File: src/rtl/rvm_mem_arbiter.sv
// Two-requester (fetch / load-store) sequencer for the core's single memory port.
// Optional stall watchdog is enabled by defining RVM_MEM_ARB_TIMEOUT_EN.
module rvm_mem_arbiter #(
  parameter int unsigned TIMEOUT = 255
) (
  input  logic        clk,
  input  logic        reset,
  input  logic        f_req,
  input  logic [31:0] f_addr,
  output logic        f_rsp_valid,
  output logic [31:0] f_rdata,
  output logic        f_error,
  input  logic        d_req,
  input  logic [31:0] d_addr,
  input  logic [31:0] d_wdata,
  input  logic [3:0]  d_b_en,
  output logic        d_rsp_valid,
  output logic [31:0] d_rdata,
  output logic        d_error,
  output logic [31:0] mem_addr,
  input  logic [31:0] mem_rdata,
  output logic [31:0] mem_wdata,
  output logic        mem_c_en,
  output logic [3:0]  mem_b_en,
  input  logic        mem_error,
  input  logic        mem_stall,
  output logic        busy,
  output logic        dbg_state
);

  typedef enum logic {IDLE = 1'b0, ACCESS = 1'b1} state_e;

  state_e      state_q;
  logic        last_grant_q;  // 0 = fetch, 1 = data
  logic        owner_q;
  logic [31:0] mem_addr_q, mem_wdata_q, f_rdata_q, d_rdata_q;
  logic [3:0]  mem_b_en_q;
  logic        mem_c_en_q, busy_q;
  logic        f_rsp_valid_q, d_rsp_valid_q, f_error_q, d_error_q;

  logic        f_elig_d, d_elig_d, grant_data_d;
  logic        fin_d, fin_err_d;
  logic [31:0] fin_rdata_d;

`ifdef RVM_MEM_ARB_TIMEOUT_EN
  localparam logic [7:0] TIMEOUT_C = 8'(TIMEOUT);
  logic [7:0] stall_cnt_q;
`endif

  // A requester whose response is on the wire this cycle is still holding a stale req.
  always_comb begin
    f_elig_d     = f_req && !f_rsp_valid_q;
    d_elig_d     = d_req && !d_rsp_valid_q;
    grant_data_d = d_elig_d && (!f_elig_d || !last_grant_q);
    fin_d        = 1'b0;
    fin_err_d    = 1'b0;
    fin_rdata_d  = '0;
    if (state_q == ACCESS) begin
      if (!mem_stall) begin
        fin_d       = 1'b1;
        fin_err_d   = mem_error;
        fin_rdata_d = (mem_b_en_q != 4'b0000) ? 32'h0 : mem_rdata;
      end
`ifdef RVM_MEM_ARB_TIMEOUT_EN
      else if (stall_cnt_q == TIMEOUT_C) begin
        fin_d     = 1'b1;
        fin_err_d = 1'b1;
      end
`endif
    end
  end

  always_ff @(posedge clk) begin
    if (reset) begin
      state_q       <= IDLE;
      last_grant_q  <= 1'b0;
      owner_q       <= 1'b0;
      mem_addr_q    <= '0;
      mem_wdata_q   <= '0;
      mem_b_en_q    <= '0;
      mem_c_en_q    <= 1'b0;
      busy_q        <= 1'b0;
      f_rsp_valid_q <= 1'b0;
      d_rsp_valid_q <= 1'b0;
      f_rdata_q     <= '0;
      d_rdata_q     <= '0;
      f_error_q     <= 1'b0;
      d_error_q     <= 1'b0;
`ifdef RVM_MEM_ARB_TIMEOUT_EN
      stall_cnt_q   <= '0;
`endif
    end else begin
      f_rsp_valid_q <= 1'b0;
      d_rsp_valid_q <= 1'b0;
      case (state_q)
        IDLE: begin
          if (f_elig_d || d_elig_d) begin
            owner_q     <= grant_data_d;
            mem_addr_q  <= grant_data_d ? d_addr : f_addr;
            mem_wdata_q <= grant_data_d ? d_wdata : 32'h0;
            mem_b_en_q  <= grant_data_d ? d_b_en : 4'b0000;
            mem_c_en_q  <= 1'b1;
            busy_q      <= 1'b1;
            state_q     <= ACCESS;
`ifdef RVM_MEM_ARB_TIMEOUT_EN
            stall_cnt_q <= '0;
`endif
          end
        end
        ACCESS: begin
          if (fin_d) begin
            state_q      <= IDLE;
            mem_c_en_q   <= 1'b0;
            busy_q       <= 1'b0;
            last_grant_q <= owner_q;
            if (owner_q) begin
              d_rsp_valid_q <= 1'b1;
              d_rdata_q     <= fin_rdata_d;
              d_error_q     <= fin_err_d;
            end else begin
              f_rsp_valid_q <= 1'b1;
              f_rdata_q     <= fin_rdata_d;
              f_error_q     <= fin_err_d;
            end
          end
`ifdef RVM_MEM_ARB_TIMEOUT_EN
          else begin
            stall_cnt_q <= stall_cnt_q + 8'd1;
          end
`endif
        end
        default: state_q <= IDLE;
      endcase
    end
  end

  assign f_rsp_valid = f_rsp_valid_q;
  assign f_rdata     = f_rdata_q;
  assign f_error     = f_error_q;
  assign d_rsp_valid = d_rsp_valid_q;
  assign d_rdata     = d_rdata_q;
  assign d_error     = d_error_q;
  assign mem_addr    = mem_addr_q;
  assign mem_wdata   = mem_wdata_q;
  assign mem_b_en    = mem_b_en_q;
  assign mem_c_en    = mem_c_en_q;
  assign busy        = busy_q;
  assign dbg_state   = state_q;

endmodule

File: config.mk
export PLATFORM = sky130hd
export DESIGN_NAME = rvm_mem_arbiter
export DESIGN_NICKNAME = d
export VERILOG_FILES = /design/src/rtl/rvm_mem_arbiter.sv
export SDC_FILE = /design/constraint.sdc
export NUM_CORES = 1
export LEC_CHECK = 0
export CORE_AREA = 8 8 121 123
export DETAILED_ROUTE_END_ITERATION = 8
export DIE_AREA = 0 0 129 131
export PLACE_DENSITY = 0.83
export SLEW_MARGIN = 10
export SYNTH_ARGS = -nofsm -noshare
export SYNTH_HDL_FRONTEND = slang
export SYNTH_SLANG_ARGS = --single-unit
File: constraint.sdc
create_clock -name clk -period 4.1 [get_ports clk]
set_input_delay 1.025 -clock clk [delete_from_list [all_inputs] [get_ports clk]]
set_output_delay 1.025 -clock clk [all_outputs]
set_load 0.005 [all_outputs]
==> impl_results.md, run 1 <==
* Layout cells sized above 1 at 5.889%
* Rel. slew slack at 33.10%
* YS warnings at 0
* GRT overflow at 0
* Drc violations at 0
* Fillcell total at 1036
* CP startpoint: dbg_state
* Register area share after synthesis at 53.99%
* DIE AREA at 0.01690 mm2
* TritonCTS clock tree: built
* Worst Path Max Fanout at 7
* Core area at 0.01287 mm2
* FF-to-FF setup slack at 2.31 ns
* Worst VDD drop at 0.0003074 V
* Power density over the cells at 437.8 mW/mm2
* Hold EP: f_rdata[31]
* Top cells by count, synth: 140 x dfxtp_1, 103 x nand2_1, 100 x a21oi_1
* Setup Buffers After CTS at 0
* CP max stage cell: clkdlybuf4s50_1
* Final core occ at 67.57%
* Tot Pwr at 3.808 mW
* WL met3 at 1776 um
* Port bufs at 276
* CP required at 3.07 ns
* DR WL/cell at 17.89 um
* Net Count, Synth at 758
* Crit path capture type: primary output
* Die height at 131 um
* Synth Cell Area at 0.005191 mm2
* Initial cell density of the core at 40.32%
* Met2 Wirelength at 9248 um
* Top delay family on crit path: buffers and inverters
* Crit path cell chain: clkdlybuf4s50_1
* Final antenna-violating net count at 0
* WS Path Type: flip-flop to primary output
* Seq cells post-synth at 140
* DP HPWL at 13090 um
* Crit path launch type: flip-flop
* Io pins at 277
* Routability Congestion at 0.7963
* Launching point of the worst reg2reg path: f_rsp_valid
* CTS Buf Count at 17
* Post-route setup TNS at 0 ns
* N_diodes at 0
* Post-synth EDFFs at 0
* First-pass GRT wire length at 28870 um
* Clock Path Buffers at 2
* RSZ-0062 raised after global routing: no
* GRT Total Usage at 21.97%
* Vias per cell at 5.161
* Worst Hold Launch: f_rdata[31]
* DRT iter0 DRCs at 367
* Clock slew at reported path FFs at 0.06 ns
* Depth of the worst register-to-register path at 5
* CP arrival at 1.56 ns
* Max frequency at 387.5 MHz
* Cells after Synth at 620
* Final hold vios at 0
* Post-Route Skew at 0.006839 ns
* Final instance area at 0.008700 mm2
* Class of the worst hold path: flip-flop to flip-flop
* Worst Path Buf+Inv at 1
* Crit path time final at 2.581 ns
* Seq. cell area at 0.002803 mm2
* Synth cell types at 21
* Tcrit/Tclk final at 62.95%
* Crit path largest cell delay at 0.61 ns
* Uppermost layer routed: met5
* Resize count post-CTS at 0
* Max Cap Violations at 0
* Clock sink count at 140
* Vias post-DR at 5466
* Post-synth top area share at 53.99%
* Largest cells by area after synthesis: dfxtp_1 54%, a21oi_1 9.6%, nand2_1 7.4%
* Cell Area, Placed at 0.008018 mm2
* Syn-to-layout area delta at 67.58%
* Final setup violation count at 0
* CTS Hold Bufs at 0
* Most used DFF post-synth: dfxtp_1
* M1 WL at 7283 um
* Leakage at 3.130 nW
* Mean post-synth cell area at 8.373 um2
* Row Count at 42
* Total wire length at 18950 um
* Top cell type by total area after synthesis: dfxtp_1
* Asr flop ratio synth at 0%
* H-Tree Depth at 4
* Most common cell in the netlist: dfxtp_1
* Nets at 1008
* Number of global-route vias before repair at 5364
* CTS root buffer: clkbuf_16
* R2R Path End: mem_addr[5]
* Clock Latency Late Sink at 0.41 ns
* Pre-antenna DRT Iters at 5
* Die W at 129 um
* Status: complete, no violations
* Hold Path Stages at 2
* Footprint of the multi-input gates at 0.002132 mm2
* Largest net degree at the start of global routing at 95
* Max-slew violations at 0
* Antenna violations before repair at 1
* Pin slew with the least headroom to its limit at 1.003 ns
-- worst max-delay path by stage --
stage	cells after the start	slack, ns	to
final	1	1.52	dbg_state
after global placement	6	1.27	mem_addr[27]
after CTS	1	1.48	dbg_state
after detailed placement	6	1.21	mem_addr[16]
after global routing	1	1.46	dbg_state
after floorplan	7	2.08	mem_wdata[15]
-- flip-flops by register name, summed over array words and instances (netlist names) --
| name | flops |
|---|---|
| busy | 1 |
| d_error | 1 |
| d_rdata | 32 |
| d_rsp_valid | 1 |
| dbg_state | 1 |
| f_error | 1 |
| f_rdata | 32 |
| f_rsp_valid | 1 |
| last_grant_q | 1 |
| mem_addr | 32 |
| mem_b_en | 4 |
| mem_wdata | 32 |
| owner_q | 1 |
-- logic make-up after synthesis --
| kind of cell | synth area share, % |
|---|---|
| simple gates | 20.87 |
| flops | 53.99 |
| buf+inv | 5.061 |
| compound gates | 20.08 |
-- report_power, final --
group          total, mW  switching, mW  leakage, nW  internal [mW]
Combinational      0.575          0.257         1.65          0.318
Sequential          1.48         0.0446         1.14           1.44
Clock               1.75          0.569        0.332           1.18
-- stage by stage --
| step | hold slack [ns] | worst slack [ns] | std cells |
|---|---|---|---|
| 4_1_cts | 0.4537 | 1.481 | 1059 |
| 3_5_place_dp | 0.4457 | 1.212 | 1027 |
| 3_3_place_gp | 0.4409 | 1.265 | 1027 |
| 2_1_floorplan | 0.4320 | 2.082 | 620 |
| 6_report | 0.4497 | 1.519 | 1059 |
| 5_1_grt | 0.4708 | 1.458 | 1059 |
-- placed cells by master (no fill, tap or decap), drive strengths merged --
master and instances:
clkdlybuf4s50 275, dfxtp 140, nand2 103, a21oi 101
nor2 74, nand3 64, a22oi 36, a211oi 32
clkbuf 20, buf 13, bufinv 6, clkinv 4
nand2b 4, o21a 2, clkinvlp 2, and3b 1
nor3 1, a21o 1, nor4 1, and2b 1
or2 1, and2 1
-- routing by layer --
layer / vias to the layer above / track usage (%)
li1: 2642 / -
met1: 2556 / 24.41
met2: 220 / 36.51
met3: 46 / 7.955
met4: 2 / 11.26
met5: - / 0
-- layout make-up --
type	count	share of cell area, %
clock inverters	12	2.474
repair buffers	288	32.91
clock buffers	20	5.365
well taps	176	2.531
flip-flops and latches	140	32.22
multi-input cells	423	24.51
Power figures use the tool's default switching activity.
==> inputs of run 2 (changes only) <==
--- a/config.mk
+++ b/config.mk
@@ -5,10 +5,10 @@
 export SDC_FILE = /design/constraint.sdc
 export NUM_CORES = 1
 export LEC_CHECK = 0
-export CORE_AREA = 8 8 121 123
+export CORE_AREA = 8 8 125 127
 export DETAILED_ROUTE_END_ITERATION = 8
-export DIE_AREA = 0 0 129 131
-export PLACE_DENSITY = 0.83
+export DIE_AREA = 0 0 133 135
+export PLACE_DENSITY = 0.79
 export SLEW_MARGIN = 10
 export SYNTH_ARGS = -nofsm -noshare
 export SYNTH_HDL_FRONTEND = slang
==> constraint.sdc (replaced) <==
create_clock -name clk -period 2.6 [get_ports clk]
set_input_delay 0.65 -clock clk [delete_from_list [all_inputs] [get_ports clk]]
set_output_delay 0.65 -clock clk [all_outputs]
set_load 0.005 [all_outputs]
==> run 2 against run 1 <==
Effect of this change:
- worst setup slack got worse by 1.2 ns
- cell area is 0.20% lower
- critical path type is now input pin to flip-flop
- sequential share of layout area increased by 0.065 points
- count of clock-buffer cells in the layout down 2
- first-iteration DRC count grew 6.0%
- sequential power is 57% higher
- final cell count grew 0.47%
- critical endpoint is now mem_b_en[3]
- hold slack better by 0.00096 ns
- wire length fell by 1.6%
- sequential cell count unchanged
==> impl_results.md, run 2 (synthesized netlist as in run 1, its figures left out) <==
* Initial cell density of the core at 38.14% (was 40.32%)
* Tcrit/Tclk final at 86.05%
* Core area at 0.01361 mm2 (was 0.01287 mm2)
* CP required at 2.95 ns (was 3.07 ns)
* Vias post-DR at 5424 (was 5466)
* CP max stage cell: nor3_4 (was clkdlybuf4s50_1)
* Die W at 133 um (was 129 um)
* Io pins at 277 (unchanged)
* R2R Path End: mem_b_en[3] (was mem_addr[5])
* CP startpoint: f_req (was dbg_state)
* Max Cap Violations at 0 (unchanged)
* Die height at 135 um (was 131 um)
* WS Path Type: input pin to flip-flop (was flip-flop to primary output)
* Max-slew violations at 0 (unchanged)
* Critical path depth at 6 (was 1)
* Routability Congestion at 0.7766 (was 0.7963)
* Most frequent cells in the layout: 275 x clkdlybuf4s50_1, 140 x dfxtp_1, 103 x nand2_1 (unchanged)
* Antenna violations before repair at 1 (unchanged)
* Pre-antenna DRT Iters at 7 (was 5)
* First-pass GRT wire length at 28930 um (was 28870 um)
* Cell Area, Placed at 0.008125 mm2 (was 0.008018 mm2)
* Cells after DPL at 1033 (was 1027)
* CP arrival at 2.59 ns (was 1.56 ns)
* Final antenna-violating net count at 0 (unchanged)
* Footprint of the multi-input gates at 0.002132 mm2 (unchanged)
* Layout cells sized above 1 at 5.882% (was 5.889%)
* CTS root buffer: clkbuf_16 (unchanged)
* Post-Route Skew at 0.007787 ns (was 0.006839 ns)
* Crit path largest cell delay at 0.72 ns (was 0.61 ns)
* Worst VDD drop at 0.0004590 V (was 0.0003074 V)
* CTS Buf Count at 17 (unchanged)
* Worst Path Max Fanout at 23 (was 7)
* FF-to-FF setup slack at 0.68 ns (was 2.31 ns)
* GRT Total Usage at 20.35% (was 21.97%)
* Met3 GRT Util at 7.429% (was 7.955%)
* Final instance area at 0.008682 mm2 (was 0.008700 mm2)
* Row Count at 43 (was 42)
* Most common cell after layout, fill and taps aside: clkdlybuf4s50_1 (unchanged)
* Resize count post-CTS at 0 (unchanged)
* Tot Pwr at 5.544 mW (was 3.808 mW)
* H-Tree Depth at 4 (unchanged)
* Total wire length at 18650 um (was 18950 um)
* Clock Latency Late Sink at 0.42 ns (was 0.41 ns)
* CTS Hold Bufs at 0 (unchanged)
* Met2 usage at 32.84% (was 36.51%)
* Top delay family on crit path: simple AND/OR/NAND/NOR gates (was buffers and inverters)
* Placement Setup Slack at -0.06017 ns (was 1.212 ns)
* Port bufs at 276 (unchanged)
* TritonCTS clock tree: built (unchanged)
* Final setup violation count at 0 (unchanged)
* Fillcell total at 1157 (was 1036)
* Largest net degree at the start of global routing at 65 (was 95)
* Depth of the worst register-to-register path at 5 (unchanged)
* Setup Buffers After CTS at 0 (unchanged)
* Worst Path Buf+Inv at 2 (was 1)
* Drc violations at 0 (unchanged)
* Max frequency at 447.0 MHz
* Clock Path Buffers at 2 (unchanged)
* Final std cells w/o fill at 1064 (was 1059)
* RSZ-0062 raised after global routing: no (unchanged)
* GRT overflow at 0 (unchanged)
* DIE AREA at 0.01796 mm2 (was 0.01690 mm2)
* Rel. slew slack at 42.34% (was 33.10%)
* Status: complete, no violations (unchanged)
* DR WL/cell at 17.53 um (was 17.89 um)
* Clock sink count at 140 (unchanged)
* Setup WS post-layout at 0.3628 ns (was 1.519 ns)
* Clock slew at reported path FFs at 0.06 ns (about the same)
* Final core occ at 63.78% (was 67.57%)
* Vias per cell at 5.098 (was 5.161)
* GR Layer Usage met1 at 23.01% (was 24.41%)
* Power density over the cells at 638.6 mW/mm2 (was 437.8 mW/mm2)
* Number of global-route vias before repair at 5241 (was 5364)
* Seq. cell area at 0.002803 mm2 (unchanged)
* Crit path time final at 2.237 ns
* Syn-to-layout area delta at 67.25% (was 67.58%)
* Launching point of the worst reg2reg path: f_rsp_valid (unchanged)
* Crit path cell chain: clkdlybuf4s50_1 > and3b_1 > nor3_4 > buf_4 > a22oi_1 > nor2_1 (was clkdlybuf4s50_1)
* CP endpoint: mem_b_en[3] (was dbg_state)
* Final hold vios at 0 (unchanged)
* DRT iter0 DRCs at 389 (was 367)
* Nets at 1010 (was 1008)
* Crit path capture type: flip-flop (was primary output)
* Leakage at 3.116 nW (was 3.130 nW)
* Class of the worst hold path: flip-flop to flip-flop (unchanged)
* GR peak layer: met2 (unchanged)
* N_diodes at 0 (unchanged)
* DP HPWL at 12970 um (was 13090 um)
* Pin slew with the least headroom to its limit at 0.8621 ns (was 1.003 ns)
* Crit path launch type: input pin (was flip-flop)
## run 2: cell count changes in the layout (fill, tap and decap cells not counted)
cell       before  now
buf_12          1    8
clkbuf_1        0    1
clkbuf_8        3    0
clkinv_4        0    2
clkinv_2        4    7
bufinv_16       6    2
buf_4          12    7
## run 2: layout make-up
type,count,area share (%)
Sequential cell,140,32.28
Multi-Input combinational cell,423,24.56
Timing Repair Buffer,290,34.15
Clock buffer,18,4.943
Tap cell,180,2.594
Clock inverter,13,1.470
## run 2: worst reg2reg max path: stages (launching register included)
cell     delay, ns
dfxtp_1       0.34
and3b_1       0.23
nor3_4        0.72
buf_4         0.35
a22oi_1       0.11
nor2_1        0.12
## run 2: worst min-delay path by stage
stage,start,end,cells after the start
after floorplan,last_grant_q,last_grant_q,2
after global placement,f_rdata[24],f_rdata[24],2
after detailed placement,d_rdata[13],d_rdata[13],2
after CTS,d_rdata[13],d_rdata[13],2
after global routing,d_rdata[18],d_rdata[18],2
final,f_rdata[13],f_rdata[13],2
## run 2: stage by stage
stage               setup TNS, ns  hold WS [ns]
finish                          0        0.4506
detailed placement        -0.6826        0.4457
global placement          -0.2777        0.4410
global route                    0        0.4650
floorplan                       0        0.4320
CTS                             0        0.4535
## run 2: where the power goes
part	internal, mW	switching (mW)
sequential	2.26	0.0657
clock	1.39	0.897
combinational	0.519	0.406
## run 2: routing by layer
| layer | vias up | share of wire, % |
|---|---|---|
| met5 | - | 0.070 |
| met4 | 2 | 3.3 |
| met3 | 39 | 9.0 |
| met2 | 241 | 49 |
| met1 | 2492 | 39 |
| li1 | 2650 | - |
==> inputs of run 3 (changes only) <==
--- a/config.mk
+++ b/config.mk
@@ -9,7 +9,7 @@
 export DETAILED_ROUTE_END_ITERATION = 8
 export DIE_AREA = 0 0 133 135
 export PLACE_DENSITY = 0.79
-export SLEW_MARGIN = 10
+export SLEW_MARGIN = 40
 export SYNTH_ARGS = -nofsm -noshare
 export SYNTH_HDL_FRONTEND = slang
 export SYNTH_SLANG_ARGS = --single-unit
==> run 3 against run 2 <==
Effect of this change:
- non-clock buffer count increased by 1
- highest routed layer unchanged
- global-route usage stayed put
- clock power about the same
- wire length barely moved
- sequential power hardly changed
- critical path type is now flip-flop to primary output
==> impl_results.md, run 3 (synthesized netlist as in run 1, its figures left out) <==
* Most frequent cells in the layout: 275 x clkdlybuf4s50_1, 140 x dfxtp_1, 103 x nand2_1 (unchanged)
* Antenna violations before repair at 1 (unchanged)
* Post-Route Skew at 0.007422 ns (was 0.007787 ns)
* R2R Path End: mem_b_en[0] (was mem_b_en[3])
* Row Count at 43 (unchanged)
* Resize count post-CTS at 0 (unchanged)
* Port bufs at 276 (unchanged)
* Clock Path Buffers at 2 (unchanged)
* Crit path time final at 2.170 ns (was 2.237 ns)
* Tot Pwr at 5.544 mW (about the same)
* Total wire length at 18670 um (was 18650 um)
* WS Path Type: flip-flop to primary output (was input pin to flip-flop)
* Depth of the worst register-to-register path at 6 (was 5)
* Setup Buffers After CTS at 0 (unchanged)
* Drc violations at 0 (unchanged)
* Top delay family on crit path: buffers and inverters (was simple AND/OR/NAND/NOR gates)
* Worst Path Buf+Inv at 1 (was 2)
* Worst VDD drop at 0.0004578 V (was 0.0004590 V)
* TritonCTS clock tree: built (unchanged)
* Launching point of the worst reg2reg path: f_rsp_valid (unchanged)
* Max frequency at 460.8 MHz (was 447.0 MHz)
* Hold Path Stages at 2 (unchanged)
* Most common cell after layout, fill and taps aside: clkdlybuf4s50_1 (unchanged)
* Core area at 0.01361 mm2 (unchanged)
* CTS Hold Bufs at 0 (unchanged)
* Clock sink count at 140 (unchanged)
* Layout cells sized above 1 at 5.989% (was 5.882%)
* GRT overflow at 0 (unchanged)
* Leakage at 3.122 nW (was 3.116 nW)
* Routability Congestion at 0.7766 (unchanged)
* Worst Hold Launch: f_rdata[13] (unchanged)
* Io pins at 277 (unchanged)
* Power density over the cells at 637.7 mW/mm2 (was 638.6 mW/mm2)
* Nets at 1011 (was 1010)
* Final hold vios at 0 (unchanged)
* DRT iter0 DRCs at 417 (was 389)
* CTS Buf Count at 17 (unchanged)
* Final antenna-violating net count at 0 (unchanged)
* Crit path cell chain: clkdlybuf4s50_1 (was clkdlybuf4s50_1 > and3b_1 > nor3_4 > buf_4 > a22oi_1 > nor2_1)
* Tcrit/Tclk final at 83.46% (was 86.05%)
* DIE AREA at 0.01796 mm2 (unchanged)
* GRT Total Usage at 20.35% (unchanged)
* Fillcell total at 1156 (was 1157)
* Die W at 133 um (unchanged)
* FF-to-FF setup slack at 0.93 ns (was 0.68 ns)
* CTS root buffer: clkbuf_16 (unchanged)
* Worst Path Max Fanout at 7 (was 23)
* Crit path launch type: flip-flop (was input pin)
* N_diodes at 0 (unchanged)
* Number of global-route vias before repair at 5241 (unchanged)
* Max Cap Violations at 0 (unchanged)
* Hold EP: f_rdata[13] (unchanged)
* Max-slew violations at 0 (unchanged)
* Status: complete, no violations (unchanged)
* Final setup violation count at 0 (unchanged)
* H-Tree Depth at 4 (unchanged)
* Rel. slew slack at 56.58% (was 42.34%)
* DR WL/cell at 17.53 um (about the same)
* Vias per cell at 5.081 (was 5.098)
* Die height at 135 um (unchanged)
* CP arrival at 1.52 ns (was 2.59 ns)
* First-pass GRT wire length at 28930 um (unchanged)
* Pin slew with the least headroom to its limit at 0.6513 ns (was 0.8621 ns)
* RSZ-0062 raised after global routing: no (unchanged)
* Largest net degree at the start of global routing at 65 (unchanged)
* Crit path capture type: primary output (was flip-flop)
* Cells after DPL at 1033 (unchanged)
* Class of the worst hold path: flip-flop to flip-flop (unchanged)
* Syn-to-layout area delta at 67.46% (was 67.25%)
* Clock Latency Late Sink at 0.42 ns (about the same)
* CP max stage cell: clkdlybuf4s50_1 (was nor3_4)
* DP HPWL at 12970 um (unchanged)
* Clock slew at reported path FFs at 0.05 ns (was 0.06 ns)
* Vias post-DR at 5411 (was 5424)
* CP required at 1.95 ns (was 2.95 ns)
* Crit path largest cell delay at 0.60 ns (was 0.72 ns)
* Initial cell density of the core at 38.14% (unchanged)
* Final std cells w/o fill at 1065 (was 1064)
* Pre-antenna DRT Iters at 4 (was 7)
==> run 3: final cells by class <==
cell class / count / area [um2] / share of cell area (%)
clock buffer: 18 / 429.2 / 4.937
clock inverter: 13 / 127.6 / 1.468
multi-input combinational: 423 / 2132 / 24.52
sequential: 140 / 2803 / 32.24
timing repair buffer: 291 / 2977 / 34.24
tap: 180 / 225.2 / 2.591
==> run 3: worst max path at each step <==
stage | start | to | slack [ns] | depth (start not counted)
after floorplan | d_req | mem_wdata[15] | 0.96 | 7
final | dbg_state | dbg_state | 0.43 | 1
after global placement | f_req | mem_wdata[5] | -0.02 | 6
after CTS | f_req | mem_b_en[3] | 0.37 | 6
after detailed placement | f_req | mem_wdata[0] | -0.06 | 6
after global routing | dbg_state | dbg_state | 0.37 | 1
==> run 3: layer usage <==
| layer | vias to the layer above | track usage (%) | wire, um |
|---|---|---|---|
| li1 | 2651 | - | - |
| met1 | 2505 | 23.01 | 7368 |
| met2 | 214 | 32.84 | 9085 |
| met3 | 39 | 7.429 | 1579 |
| met4 | 2 | 11.10 | 618 |
| met5 | - | 0 | 13 |
==> run 3: metrics by stage <==
stage          instance area [um2]  utilization, %  worst slack, ns  TNS [ns]  hold slack [ns]
2_1_floorplan                 5191               -           0.9569         0           0.4320
3_3_place_gp                  8125           59.69         -0.02115   -0.2777           0.4410
3_5_place_dp                  8125           59.69         -0.06017   -0.6826           0.4457
4_1_cts                       8682           63.78           0.3743         0           0.4535
5_1_grt                       8693           63.87           0.3698         0           0.4650
6_report                      8693           63.87           0.4300         0           0.4508
==> run 3: where the power goes <==
part | switching [mW] | internal [mW]
sequential | 0.0660 | 2.26
clock | 0.894 | 1.39
combinational | 0.406 | 0.521
